**config.mk**
```make
export PLATFORM = sky130hd
export DESIGN_NAME = fg_config_loader
export DESIGN_NICKNAME = d
export VERILOG_FILES = /design/src/rtl/fg_config_loader.sv
export SDC_FILE = /design/constraint.sdc
export NUM_CORES = 1
export LEC_CHECK = 0
export ABC_AREA = 1
export CORE_ASPECT_RATIO = 1.75
export CORE_MARGIN = 3
export CORE_UTILIZATION = 55
export CTS_CLUSTER_DIAMETER = 80
export CTS_CLUSTER_SIZE = 28
export DETAILED_ROUTE_END_ITERATION = 8
export GPL_TIMING_DRIVEN = 0
export PLACE_DENSITY = 0.83
export SLEW_MARGIN = 25
export SYNTH_ARGS = -nofsm -noshare
export SYNTH_HDL_FRONTEND = slang
export SYNTH_SLANG_ARGS = --single-unit
```
**constraint.sdc**
```tcl
create_clock -name clk_i -period 4.35 [get_ports clk_i]
set_clock_uncertainty 0.05 [all_clocks]
set_input_delay 1.0875 -clock clk_i [delete_from_list [all_inputs] [get_ports clk_i]]
set_output_delay 1.0875 -clock clk_i [all_outputs]
set_load 0.02 [all_outputs]
```
**src/rtl/fg_config_loader.sv**
```systemverilog
// -----------------------------------------------------------------------------
// fg_config_loader
//
// Serial configuration writer for the function generator. A mode-0 SPI-style
// link (sclk idles low, data sampled on the rising edge, MSB first) delivers a
// configuration word. The word is published on CR_bus_o in a single clock
// cycle, so the generator never observes a partially written word. While a
// frame is being shifted in, the currently active word is shifted back out on
// spi_miso_o as readback.
//
// Ports
//   clk_i             system clock
//   rstn_i            synchronous reset, active low
//   spi_sclk_i        serial clock, asynchronous to clk_i, idles low
//   spi_cs_n_i        frame select, active low
//   spi_mosi_i        serial data in, MSB first
//   spi_miso_o        readback data out, MSB first (0 outside a frame)
//   CR_bus_o          active configuration word
//   cr_update_strb_o  1-cycle pulse when CR_bus_o takes a new value
//   frame_error_o     1-cycle pulse when a short or overrun frame is discarded
// -----------------------------------------------------------------------------
module fg_config_loader #(
  parameter int unsigned                         CONFIG_REG_BITWIDTH = 64,
  parameter logic [CONFIG_REG_BITWIDTH-1:0]      CR_RESET_VALUE      = '0,
  parameter int unsigned                         SYNC_STAGES         = 2
) (
  input  logic                           clk_i,
  input  logic                           rstn_i,
  input  logic                           spi_sclk_i,
  input  logic                           spi_cs_n_i,
  input  logic                           spi_mosi_i,
  output logic                           spi_miso_o,
  output logic [CONFIG_REG_BITWIDTH-1:0] CR_bus_o,
  output logic                           cr_update_strb_o,
  output logic                           frame_error_o
);

  localparam int unsigned W     = CONFIG_REG_BITWIDTH;
  // The counter must hold W+1 so that an overrun is distinguishable from a
  // complete frame.
  localparam int unsigned CNT_W = $clog2(W + 2);

  localparam logic [CNT_W-1:0] CNT_FULL = CNT_W'(W);
  localparam logic [CNT_W-1:0] CNT_OVR  = CNT_W'(W + 1);
  localparam logic [CNT_W-1:0] CNT_ONE  = CNT_W'(1);

  typedef enum logic [1:0] {
    ST_IDLE,
    ST_SHIFT,
    ST_COMMIT
  } state_e;

  // ---------------------------------------------------------------------------
  // Pin synchronisers and edge-detect history
  // ---------------------------------------------------------------------------
  logic [SYNC_STAGES-1:0] sclk_sync_q, sclk_sync_d;
  logic [SYNC_STAGES-1:0] cs_sync_q,   cs_sync_d;
  logic [SYNC_STAGES-1:0] mosi_sync_q, mosi_sync_d;
  logic                   sclk_prev_q, sclk_prev_d;
  logic                   cs_prev_q,   cs_prev_d;

  logic sclk_s, cs_s, mosi_s;
  logic sclk_rise, sclk_fall, cs_rise, cs_fall;

  assign sclk_sync_d = {sclk_sync_q[SYNC_STAGES-2:0], spi_sclk_i};
  assign cs_sync_d   = {cs_sync_q[SYNC_STAGES-2:0],   spi_cs_n_i};
  assign mosi_sync_d = {mosi_sync_q[SYNC_STAGES-2:0], spi_mosi_i};

  assign sclk_s = sclk_sync_q[SYNC_STAGES-1];
  assign cs_s   = cs_sync_q[SYNC_STAGES-1];
  assign mosi_s = mosi_sync_q[SYNC_STAGES-1];

  assign sclk_rise =  sclk_s & ~sclk_prev_q;
  assign sclk_fall = ~sclk_s &  sclk_prev_q;
  assign cs_rise   =  cs_s   & ~cs_prev_q;
  assign cs_fall   = ~cs_s   &  cs_prev_q;

  // ---------------------------------------------------------------------------
  // FSM, shift registers and output registers
  // ---------------------------------------------------------------------------
  state_e           state_q,    state_d;
  logic [CNT_W-1:0] bit_cnt_q,  bit_cnt_d;
  logic [W-1:0]     wr_shift_q, wr_shift_d;
  logic [W-1:0]     rd_shift_q, rd_shift_d;
  logic [W-1:0]     cr_q,       cr_d;
  logic             strb_q,     strb_d;
  logic             err_q,      err_d;
  logic             miso_q,     miso_d;

  // NOTE: every *_d gets its hold value first, so no path through the case
  // statement leaves a signal unassigned and no latch is inferred.
  always_comb begin
    state_d    = state_q;
    bit_cnt_d  = bit_cnt_q;
    wr_shift_d = wr_shift_q;
    rd_shift_d = rd_shift_q;
    cr_d       = cr_q;
    strb_d     = 1'b0;
    err_d      = 1'b0;
    sclk_prev_d = sclk_s;
    cs_prev_d   = cs_s;

    unique case (state_q)
      ST_IDLE: begin
        if (cs_fall) begin
          state_d    = ST_SHIFT;
          rd_shift_d = cr_q;
          bit_cnt_d  = '0;
        end
      end

      ST_SHIFT: begin
        if (cs_rise) begin
          // End of frame takes priority; a coincident sclk edge is dropped
          // and the bit count stays frozen.
          state_d = ST_COMMIT;
        end else begin
          if (sclk_rise) begin
            wr_shift_d = {wr_shift_q[W-2:0], mosi_s};
            if (bit_cnt_q != CNT_OVR) begin
              bit_cnt_d = bit_cnt_q + CNT_ONE;
            end
          end
          if (sclk_fall) begin
            rd_shift_d = {rd_shift_q[W-2:0], 1'b0};
          end
        end
      end

      ST_COMMIT: begin
        state_d = ST_IDLE;
        // Hold the cs_n history so a falling edge arriving in this cycle is
        // still seen as an edge in the following IDLE cycle.
        cs_prev_d = cs_prev_q;
        if (bit_cnt_q == CNT_FULL) begin
          cr_d   = wr_shift_q;
          strb_d = 1'b1;
        end else if (bit_cnt_q != '0) begin
          // Short frame (1..W-1 bits) or overrun (W+1 saturated).
          err_d = 1'b1;
        end
      end

      default: state_d = ST_IDLE;
    endcase

    // Registered readback: the MSB of the readback register is presented as
    // soon as SHIFT is entered, ahead of the first sclk rising edge.
    miso_d = (state_d == ST_SHIFT) ? rd_shift_d[W-1] : 1'b0;
  end

  // NOTE: state is updated only with non-blocking assignments so every flop
  // samples the pre-edge value of every other flop.
  always_ff @(posedge clk_i) begin
    if (!rstn_i) begin
      // NOTE: the shift registers are data-path storage, yet they are cleared
      // here too so readback and commit never expose stale words after reset.
      // cs_n history resets to the idle (high) level so releasing reset never
      // fabricates a frame start.
      sclk_sync_q <= '0;
      cs_sync_q   <= '1;
      mosi_sync_q <= '0;
      sclk_prev_q <= 1'b0;
      cs_prev_q   <= 1'b1;
      state_q     <= ST_IDLE;
      bit_cnt_q   <= '0;
      wr_shift_q  <= '0;
      rd_shift_q  <= '0;
      cr_q        <= CR_RESET_VALUE;
      strb_q      <= 1'b0;
      err_q       <= 1'b0;
      miso_q      <= 1'b0;
    end else begin
      sclk_sync_q <= sclk_sync_d;
      cs_sync_q   <= cs_sync_d;
      mosi_sync_q <= mosi_sync_d;
      sclk_prev_q <= sclk_prev_d;
      cs_prev_q   <= cs_prev_d;
      state_q     <= state_d;
      bit_cnt_q   <= bit_cnt_d;
      wr_shift_q  <= wr_shift_d;
      rd_shift_q  <= rd_shift_d;
      cr_q        <= cr_d;
      strb_q      <= strb_d;
      err_q       <= err_d;
      miso_q      <= miso_d;
    end
  end

  assign CR_bus_o         = cr_q;
  assign cr_update_strb_o = strb_q;
  assign frame_error_o    = err_q;
  assign spi_miso_o       = miso_q;

endmodule

```
==> results by group, run 1 <==
Critical path
  • Crit path arrival time: between 1.5 and 2 ns
  • Critical path launch point type: flip-flop
  • Critical-path top delay cell: clkdlybuf4s50_1
  • Kind of critical path: reg -> out
  • Worst R2R End: CR_bus_o[46]
  • Delay-heaviest family, CP: buffers and inverters
  • Worst r2r path cells: 9
  • Worst R2R Start: bit_cnt_q[0]
  • CP Capture Type: output port
  • Crit-path max FO: 4
  • Required @ worst endpoint: about 3.2 ns
  • Worst path max stage delay: between 0.6 and 0.7 ns
  • Crit path buf inv count: 1
  • CP Cell Sequence: clkdlybuf4s50_1
  • Reg-to-reg setup timing slack: 2.40 ns

Global routing
  • Remaining Overflow, GRT: 0
  • Largest net degree at the start of global routing: 29
  • Vias in the first global route: 6965
  • First-pass GRT wire length: 31400 µm
  • Tot GR Track Use: ~22%
  • Initial antenna violation count: 0

Pwr
  • Seq pwr share: 62.0%
  • Cell area power density: 331.5 nW/µm²
  • Pleak: 3.125 nW
  • Pint: between 2 and 2.5 mW
  • Sw Pwr: about 690 µW
  • Logic pwr share: 4.5%
  • Sw frac: roughly 22%
  • Max VDD drop: 0.3974 mV
  • Clock power frac: approximately 34%

Clocking
  • Worst-Skew Late Latency: 0.46 ns
  • CTS root buf: clkbuf_16
  • CTS buffer count: 11
  • CTS Hold Bufs: 0
  • Clk pin slew, worst setup/hold paths: around 0.10 ns
  • CTS tree: built
  • Setup repair bufs after CTS: 0
  • Longest Clk Path Bufs: 3
  • Clk sink count: approximately 210
  • # H-tree levels: 1
  • Post-CTS sizing: 0

Logic synthesis
  • Synth async-reset ratio: 0%
  • Prevailing post-synth register cell: dfxtp_1
  • Mapped Cells: between 1000 and 1500
  • Yosys warning count: 0
  • Yosys top cell area share: 51.45%
  • Mapped Avg Cell Area: about 7.5 µm²
  • Top cell type by total area after synthesis: dfxtp_1
  • Net count of the mapped netlist: between 1000 and 1500
  • Flops & latches, synth: between 200 and 250
  • Post-synthesis sequential area ratio: between 50% and 60%
  • Post-synth top cells: dfxtp_1 (212), nor2_1 (207), a21oi_1 (195)
  • Main area contributors after synthesis: dfxtp_1 (51%), a21oi_1 (12%), nor2_1 (9.4%), nand2_1 (7.7%), nand3_1 (4.7%)
  • Post-synth EDFFs: 0
  • Netlist Area Pre-Place: 8249 µm²
  • Most frequent cell after synthesis: dfxtp_1
  • Synth cell types: 28

STA
  • Tmin final: about 2.7 ns
  • Unrepaired setup endpoints after global routing: false
  • Setup TNS: 0 ns
  • Fmax achieved: between 300 and 400 MHz
  • Worst-Margin Slew: 0.5885 ns
  • Final Setup Violations: 0
  • Final hold viol count: 0
  • Crit share post-route: just over 60%
  • Slew headroom: ~61%
  • Pins Over Slew Limit: 0

Placed design
  • Final GP Congestion: about 0.9
  • Hpwl dp: 13400 µm
  • Port Buffers: just over 70
  • Placed cell count: around 1400

Drt
  • Via density: 5.261
  • Routed vias: about 7200
  • Drt drc: 0
  • DRT antenna net count: 0
  • Detailed Route WL: 18460 µm
  • Drt wl/cell: 13.48 µm
  • 1st-iter DRT viols: 364
  • Drt pass-1 iters: 5

Cells and area
  • Final core occ: ~65%
  • Area delta synth->final: 14.88%
  • Nets: around 1200
  • Sequential cell area: around 4200 µm²
  • Finished Layout Cells: 1370
  • Area of the multi-input gates: 3298 µm²
  • Share of layout cells above drive strength 1: 5.714%
  • Ant diodes: 0
  • Number of fill cells: between 1000 and 1500

Floorplanning
  • Initial Utilization: 56.84%
  • Row cnt: 58
  • Die area: 16560 µm²
  • Die Height: approximately 170 µm
  • Core area: roughly 15000 µm²
  • Top-level I/O count: 72
  • Die W: roughly 99 µm

Worst hold path
  • Min-delay worst type: reg -> reg
  • Hold Path Stages: 1
  • Worst Hold Endpoint: cs_sync_q[1]
  • Hold Path Origin: cs_sync_q[0]

Run
  • Max-Cap Viols: 0

Outcome
  • Status: complete, no violations
==> area by class of cell <==
type / instances / area share, %
clock buffers: 11 / 2.905
repair buffers: 71 / 7.499
clock inverters: 1 / 0.1716
flip-flops and latches: 212 / 44.78
inverters: 84 / 3.327
well taps: 180 / 2.377
plain buffers: 75 / 4.133
multi-input cells: 736 / 34.80
==> routing by layer <==
metal  track usage [%]  up-vias  wire length (µm)
met1             24.27     3354              7328
met5                 0        -                 0
li1                  -     3708                 -
met2             43.24      109             10030
met3             2.156       37               535
met4             8.323        0               565
==> how the worst max path moves through the flow <==
stage / from / end / slack (ns) / cells after the start
2_1_floorplan: rstn_i / rd_shift_q[33] / 2.40 / 4
3_3_place_gp: rstn_i / rd_shift_q[41] / 1.31 / 5
3_5_place_dp: rstn_i / rd_shift_q[37] / 1.32 / 5
4_1_cts: CR_bus_o[63] / CR_bus_o[63] / 1.67 / 1
5_1_grt: CR_bus_o[63] / CR_bus_o[63] / 1.63 / 1
6_report: CR_bus_o[63] / CR_bus_o[63] / 1.67 / 1
==> flip-flops by register name, summed over array words and instances (netlist names) <==
register          count
sclk_sync_q           2
bit_cnt_q             7
frame_error_o         1
spi_miso_o            1
rd_shift_q           64
cs_prev_q             1
state_q               2
cs_sync_q             2
wr_shift_q           64
cr_update_strb_o      1
sclk_prev_q           1
mosi_sync_q           2
CR_bus_o             64
==> stage by stage <==
step | hold WS (ns) | area, µm² | setup slack [ns] | power (mW)
after floorplan | 0.3405 | 8249 | 2.396 | 2.093
after global placement | 0.3463 | 9185 | 1.306 | 2.132
after detailed placement | 0.3603 | 9185 | 1.316 | 2.133
after CTS | 0.3660 | 9477 | 1.669 | 3.167
after global routing | 0.3785 | 9477 | 1.634 | 3.250
final | 0.3575 | 9477 | 1.675 | 3.142
==> power by group through the flow <==
stage	Combinational [mW]	Sequential (mW)	Clock (mW)
3_5_place_dp	0.141	1.99	0
5_1_grt	0.158	1.95	1.14
2_1_floorplan	0.101	1.99	0
4_1_cts	0.141	1.95	1.08
6_report	0.141	1.95	1.05
3_3_place_gp	0.140	1.99	0
==> kinds of logic (layout without fill, tap and decap cells) <==
logic type / Yosys count / count (layout) / synth area share (%)
XOR/XNOR: 2 / 2 / 0.2124
AO/OA/AOI/OAI: 264 / 264 / 16.35
buffers and inverters: 159 / 242 / 8.570
adder cells (fa/ha/maj): 3 / 3 / 0.4551
AND/OR/NAND/NOR: 467 / 467 / 22.96
flip-flops: 212 / 212 / 51.45
==> cells in the final DEF (no fill, tap or decap), types with 2 or more instances in the layout <==
| cell | instances |
|---|---|
| clkdlybuf4s50_1 | 71 |
| o21ai_0 | 65 |
| inv_1 | 79 |
| buf_1 | 3 |
| clkbuf_2 | 6 |
| nor2_2 | 2 |
| clkbuf_16 | 11 |
| nor2_1 | 207 |
| nand3_1 | 78 |
| a21oi_1 | 195 |
| nand2_1 | 170 |
| buf_2 | 25 |
| inv_2 | 5 |
| ha_1 | 3 |
| buf_6 | 9 |
| dfxtp_1 | 212 |
| nand4_1 | 2 |
| or2_2 | 2 |
| nand2_2 | 2 |
| o21ai_4 | 2 |
| clkbuf_1 | 31 |
Power figures use the tool's default switching activity.
==> run 2, diff against run 1 <==
--- a/config.mk
+++ b/config.mk
@@ -8,12 +8,12 @@
 export ABC_AREA = 1
 export CORE_ASPECT_RATIO = 1.75
 export CORE_MARGIN = 3
-export CORE_UTILIZATION = 55
+export CORE_UTILIZATION = 52
 export CTS_CLUSTER_DIAMETER = 80
 export CTS_CLUSTER_SIZE = 28
 export DETAILED_ROUTE_END_ITERATION = 8
 export GPL_TIMING_DRIVEN = 0
-export PLACE_DENSITY = 0.83
+export PLACE_DENSITY = 0.82
 export SLEW_MARGIN = 25
 export SYNTH_ARGS = -nofsm -noshare
 export SYNTH_HDL_FRONTEND = slang
==> constraint.sdc (replaced) <==
create_clock -name clk_i -period 2.2 [get_ports clk_i]
set_clock_uncertainty 0.05 [all_clocks]
set_input_delay 0.55 -clock clk_i [delete_from_list [all_inputs] [get_ports clk_i]]
set_output_delay 0.55 -clock clk_i [all_outputs]
set_load 0.02 [all_outputs]
==> run 2 against run 1 <==
- clock-buffer cell count did not move
- highest routed layer unchanged
- sequential power rose by 97%
- via count about the same
- routed wire length down 1.1%
- sequential share of layout area barely moved
- largest power group unchanged
- critical path type unchanged
- non-clock buffer count unchanged
- worst setup slack lost 1.6 ns
- sequential cell count is the same
- largest cell class unchanged
- total power increased by 98%
==> results by group, run 2 (synthesized netlist as in run 1, its figures left out) <==
Outcome
  • Status: complete, no violations

Global routing
  • Remaining Overflow, GRT: 0
  • Initial antenna violation count: 0
  • Largest net degree at the start of global routing: 29
  • Vias in the first global route: slightly below 7000
  • First-pass GRT wire length: 31070 µm
  • Tot GR Track Use: between 20% and 30%

Critical path
  • Kind of critical path: reg -> out
  • CP Capture Type: output port
  • CP Cell Sequence: clkdlybuf4s50_1
  • Reg-to-reg setup timing slack: roughly 0.21 ns
  • Worst r2r path cells: 9
  • Required @ worst endpoint: ~1.6 ns
  • Critical path launch point type: flip-flop
  • Worst R2R End: CR_bus_o[7]
  • Critical-path top delay cell: clkdlybuf4s50_1
  • Worst R2R Start: bit_cnt_q[0]
  • Crit path launch: CR_bus_o[61]
  • Crit path buf inv count: 1
  • Delay-heaviest family, CP: buffers and inverters
  • Crit-path max FO: 3
  • Crit path arrival time: 1.52 ns
  • Worst path max stage delay: approximately 0.64 ns

Run
  • Max-Cap Viols: 0

Worst hold path
  • Worst Hold Endpoint: cs_sync_q[1]
  • Min-delay worst type: reg -> reg
  • Hold Path Origin: cs_sync_q[0]
  • Hold Path Stages: 1

STA
  • Unrepaired setup endpoints after global routing: false
  • Final hold viol count: 0
  • Final WS setup: roughly 0.075 ns
  • Pins Over Slew Limit: 0
  • Fmax achieved: 470.6 MHz
  • Crit share post-route: between 90% and 100%
  • Tmin final: between 2 and 2.5 ns
  • Slew headroom: a little under three fifths
  • Worst-Margin Slew: roughly 0.64 ns
  • Setup TNS: 0 ns
  • Final Setup Violations: 0
  • Worst hold slack: ~0.36 ns

Cells and area
  • Area delta synth->final: 15.00%
  • Most frequent cells in the layout: dfxtp_1 (212), nor2_1 (207), a21oi_1 (195), nand2_1 (170), inv_1 (79)
  • Commonest non-fill, non-tap cell in the layout: dfxtp_1
  • Final core occ: 61.34%
  • Nets: ~1200
  • Share of layout cells above drive strength 1: between 5 and 6%
  • Ant diodes: 0

Drt
  • Detailed Route WL: about 18000 µm
  • DRT antenna net count: 0
  • 1st-iter DRT viols: 350
  • Via density: 5.235
  • Drt pass-1 iters: 5
  • Routed vias: around 7200
  • Drt drc: 0
  • Drt wl/cell: approximately 13 µm

Placed design
  • Hpwl dp: about 13000 µm
  • Place WS: -0.3234 ns
  • Port Buffers: 71
  • Final GP Congestion: about 0.83

Floorplanning
  • Die area: 17470 µm²
  • Initial Utilization: 53.34%
  • Top-level I/O count: 72
  • Core area: about 15000 µm²
  • Row cnt: 60
  • Die W: between 100 and 150 µm
  • Die Height: around 170 µm

Clocking
  • CTS root buf: clkbuf_16
  • Longest Clk Path Bufs: 3
  • CTS buffer count: 11
  • Clk sink count: ~210
  • Worst-Skew Late Latency: approximately 0.46 ns
  • CTS Hold Bufs: 0
  • CTS tree: built
  • # H-tree levels: 1
  • Clk pin slew, worst setup/hold paths: roughly 0.1 ns

Pwr
  • Cell area power density: ~660 nW/µm²
  • Total power: 6.230 mW
  • Max VDD drop: roughly 0.76 mV
  • Pleak: 3.144 nW
==> run 2: worst max path at each step <==
| stage | cells past startpoint | endpoint |
|---|---|---|
| 6_report | 1 | CR_bus_o[61] |
| 3_3_place_gp | 5 | rd_shift_q[53] |
| 5_1_grt | 5 | rd_shift_q[54] |
| 4_1_cts | 1 | CR_bus_o[63] |
| 2_1_floorplan | 9 | CR_bus_o[10] |
| 3_5_place_dp | 5 | rd_shift_q[54] |
==> run 2: repair_timing <==
action / CTS / global route
gates resized for setup: 0 / 1
setup endpoints to repair: 0 / 1
buffers inserted: 0 / 0
==> run 2: final cells by class <==
cell class / instances / area [µm²]
Tap cell: 186 / 232.7
Clock buffer: 11 / 275.3
Multi-Input combinational cell: 736 / 3298
Timing Repair Buffer: 71 / 713.2
Buffer: 75 / 391.6
Inverter: 84 / 315.3
Fill cell: 1417 / 5978
Sequential cell: 212 / 4244
Clock inverter: 1 / 16.27
==> run 2: report_power, final <==
part / leakage, nW / switching (mW) / internal, mW
Combinational: 1.29 / 0.201 / 0.0755
Sequential: 1.71 / 0.00822 / 3.84
Clock: 0.142 / 1.18 / 0.920
Total: 3.14 / 1.39 / 4.84
==> run 2: routing by layer <==
metal	global-route usage [%]	part of all wire, %
met5	0	0
met3	2.019	3.3
met4	7.266	2.7
met2	39.13	54
met1	24.01	40
==> run 2: per-stage QoR <==
stage	area [µm²]	instances
floorplan	8249	1107
global placement	9193	1364
detailed placement	9193	1364
CTS	9484	1376
global route	9487	1376
finish	9487	1376
==> edit 1: new RTL, flow settings as in run 1 <==
Put one more register stage on the output `frame_error_o`. The value now appears one clock later. The other outputs are not delayed to match. Comments in the files are not updated.
--- a/src/rtl/fg_config_loader.sv
+++ b/src/rtl/fg_config_loader.sv
@@ -191,3 +191,5 @@
   assign cr_update_strb_o = strb_q;
-  assign frame_error_o    = err_q;
+  always_ff @(posedge clk_i) begin
+    frame_error_o <= err_q;
+  end
   assign spi_miso_o       = miso_q;
Function: changed (Yosys sat finds a counterexample within 10 cycles, from zero or initial values and one cycle with rstn_i low).
==> edit 1 against run 1 <==
- setup slack improved by 0.0038 ns
- hold slack got worse by 0.042 ns
- cell count barely moved
- power rose by 0.71%
- critical endpoint unchanged
- via count barely moved
- critical path type unchanged
- area after synthesis rose by 0.24%
- sequential cell count rose by 1
- die area rose by 0.23%
- fmax rose by 0.14%
- wire length fell by 1.6%
- cell area rose by 0.21%
==> edit 1: results <==
{
  "dr.pass1.iters": 5,
  "leakage_nw": 3.133,
  "drive_gt1_share_pct": 5.709,
  "synth_mux_area_share_pct": 0,
  "maxSlewHeadroom_pct": 59.40,
  "track_usage_pct": 21.77,
  "synth_compound_area_share_pct": 16.31,
  "synthTopCellsByArea": "dfxtp_1 52%, a21oi_1 12%, nor2_1 9.4%",
  "ir_drop_uv": 423.6,
  "grt_pass1_wl_um": 30770,
  "hpwl_um": 13120,
  "place_ws_ns": 1.288,
  "drc": 0,
  "grt_pass1_vias": 6787,
  "cts.clk_slew.worst_paths_ns": 0.11,
  "synth_fp_nets": 1116,
  "drt-initial-drc-count": 346,
  "routed_wl_um": 18170,
  "clock_latency_ns": 0.45,
  "synth_common_cells": "213 x dfxtp_1, 207 x nor2_1, 195 x a21oi_1",
  "synthXorXnorAreaFrac_pct": 0.2118,
  "nFillCells": 1285,
  "gr-total-overflow": 0,
  "gpl.final_weighted_congestion": 0.8500,
  "synthAdderAreaFrac_pct": 0.4539,
  "finalNetCount": 1200,
  "num_vias": 7209,
  "seq_area_frac_synth_pct": 51.57,
  "yosysTopAreaCellShare_pct": 51.57,
  "status": "completed"
}
## edit 1: cell types whose count changed after synthesis
cell,delta
dfxtp_1,+1
## edit 1: area by class of cell
cell class                 instances  share of cell area (%)
clock buffer                      11                   2.899
multi-input combinational        736                   34.73
sequential                       213                   44.90
tap                              180                   2.372
timing repair buffer              71                   7.484
inverter                          84                   3.320
buffer                            75                   4.124
clock inverter                     1                  0.1713
## edit 1: per-stage QoR
step	area, um2	power (mW)	hold WS, ns	instances	util, %
3_5_place_dp	9205	2.143	0.2697	1359	63.11
4_1_cts	9497	3.186	0.3152	1371	65.11
5_1_grt	9497	3.258	0.3213	1371	65.11
6_report	9497	3.164	0.3157	1371	65.11
3_3_place_gp	9205	2.141	0.2696	1359	63.11
2_1_floorplan	8269	2.102	0.2596	1108	-
## edit 1: final timing paths
kind	depth (start not counted)	from	end
worst min register to register	0	err_q$_SDFF_PP0_	frame_error_o$_DFF_P_
worst max-delay path	1	CR_bus_o[63]$_SDFFE_PN0P_	CR_bus_o[63]
worst min-delay path	0	err_q$_SDFF_PP0_	frame_error_o$_DFF_P_
worst max register to register	9	bit_cnt_q[0]$_SDFFE_PN0P_	CR_bus_o[44]$_SDFFE_PN0P_
## edit 1: kinds of logic after synthesis
logic type,after synthesis
flops,213
fa+ha+maj,3
compound gates,264
buf+inv,159
xor+xnor,2
simple gates,467
## edit 1: report_power, final
part	leakage, nW	switching, mW	internal [mW]
registers	1.72	0.00393	1.95
clock network	0.142	0.600	0.466
logic	1.27	0.103	0.0382
## edit 1: metal layers
metal	vias to the layer above	GRT usage (%)	wire [um]
li1	3728	-	-
met1	3320	24.29	7362
met2	133	42.20	9797
met3	28	2.197	558
met4	0	7.134	448
met5	-	0	0
==> edit 2: new RTL, flow settings as in run 1 <==
Made on the original files. Set the parameter `SYNC_STAGES` to 4 (it was 2).
--- a/src/rtl/fg_config_loader.sv
+++ b/src/rtl/fg_config_loader.sv
@@ -24,3 +24,3 @@
   parameter logic [CONFIG_REG_BITWIDTH-1:0]      CR_RESET_VALUE      = '0,
-  parameter int unsigned                         SYNC_STAGES         = 2
+  parameter int unsigned                         SYNC_STAGES         = 4
 ) (
Check against the original RTL: not equivalent (Yosys sat finds a counterexample within 10 cycles, from zero or initial values and one cycle with rstn_i low).
==> edit 2 against run 1 <==
- register-to-register slack better by 0.13 ns
- wire length decreased by 0.57%
- cell area down 0.75%
- critical path type unchanged
- power grew 1.1%
- setup slack better by 0.029 ns
- largest cell class unchanged
- non-clock buffer count is the same
- area after synthesis shrank 0.65%
- sequential cell count is 6 higher
==> edit 2: results <==
{
  "crit_fanout": 3,
  "seq_area_frac_synth_pct": 53.25,
  "setup.reg_to_reg.worst_slack_ns": 2.53,
  "synth_fp_nets": 1012,
  "syn-mean-instance-area_um2": 8.163,
  "grt_use_met3_pct": 2.251,
  "regToRegStartpoint": "cs_sync_q[3]$_SDFF_PN1_",
  "place_ws_ns": 1.387,
  "maxSlewHeadroom_pct": 52.63,
  "dp.cells": 1254,
  "cts_inserted_buffers": 11,
  "dr.pass1.iters": 7,
  "dr_wl_met3_um": 721,
  "ys_warn_count": 0,
  "power_density_nw_per_um2": 337.7,
  "drive_gt1_share_pct": 8.011,
  "cp-startpoint": "CR_bus_o[15]$_SDFFE_PN0P_",
  "holdPathStages": 2,
  "grt_pass1_vias": 6621,
  "rr_worst_depth": 6,
  "dpl_cell_area_um2": 9121,
  "io_buffer_count": 70,
  "grt_pass1_wl_um": 30600,
  "wirelength_met1_um": 7432,
  "gpl.final_weighted_congestion": 0.8441,
  "ir_drop_uv": 307.1,
  "worstPathArrival_ns": 1.51,
  "hp-start": "mosi_sync_q[2]$_SDFF_PN0_",
  "top_layer_used": "met4",
  "pg_clk_mw": 1.08,
  "detail_route.wl_per_cell_um": 14.50,
  "switchingPower_mw": 0.6861,
  "gr-usage-met1_pct": 24.93,
  "routed_wl_um": 18360,
  "hpwl_um": 13120,
  "dr_wl_met2_um": 9799,
  "crit_end": "CR_bus_o[15]",
  "post-route-period-util_pct": 60.84,
  "leakage_nw": 3.278,
  "status": "completed",
  "synthTopCellsByArea": "dfxtp_1 53%, a21oi_1 8.0%, nand2_1 7.7%",
  "track_usage_pct": 21.92,
  "ys_types": 26
}
==> edit 2: changes by cell type in the layout (fill, tap and decap cells not counted), moves of 6 or more <==
| cell | run 1 | this run |
|---|---|---|
| nor2_1 | 207 | 142 |
| clkbuf_1 | 31 | 23 |
| inv_1 | 79 | 28 |
| o21ai_0 | 65 | 18 |
| o21ai_1 | 0 | 50 |
| buf_4 | 1 | 14 |
| a22oi_1 | 0 | 62 |
| a21oi_1 | 195 | 131 |
| dfxtp_1 | 212 | 218 |
| clkbuf_2 | 6 | 0 |
==> edit 2: area by class of cell <==
class | count | area [um2]
buffer | 76 | 461.7
multi-input combinational | 678 | 3249
sequential | 218 | 4364
inverter | 32 | 120.1
tap | 180 | 225.2
clock inverter | 1 | 8.758
fill | 1271 | 5109
timing repair buffer | 70 | 700.7
clock buffer | 11 | 275.3
==> edit 2: logic make-up after synthesis <==
kind of cell    synth area share (%)
flops                          53.25
xor+xnor                      0.1069
buf+inv                        7.099
simple gates                   20.85
fa+ha+maj                     0.4581
compound gates                 18.23
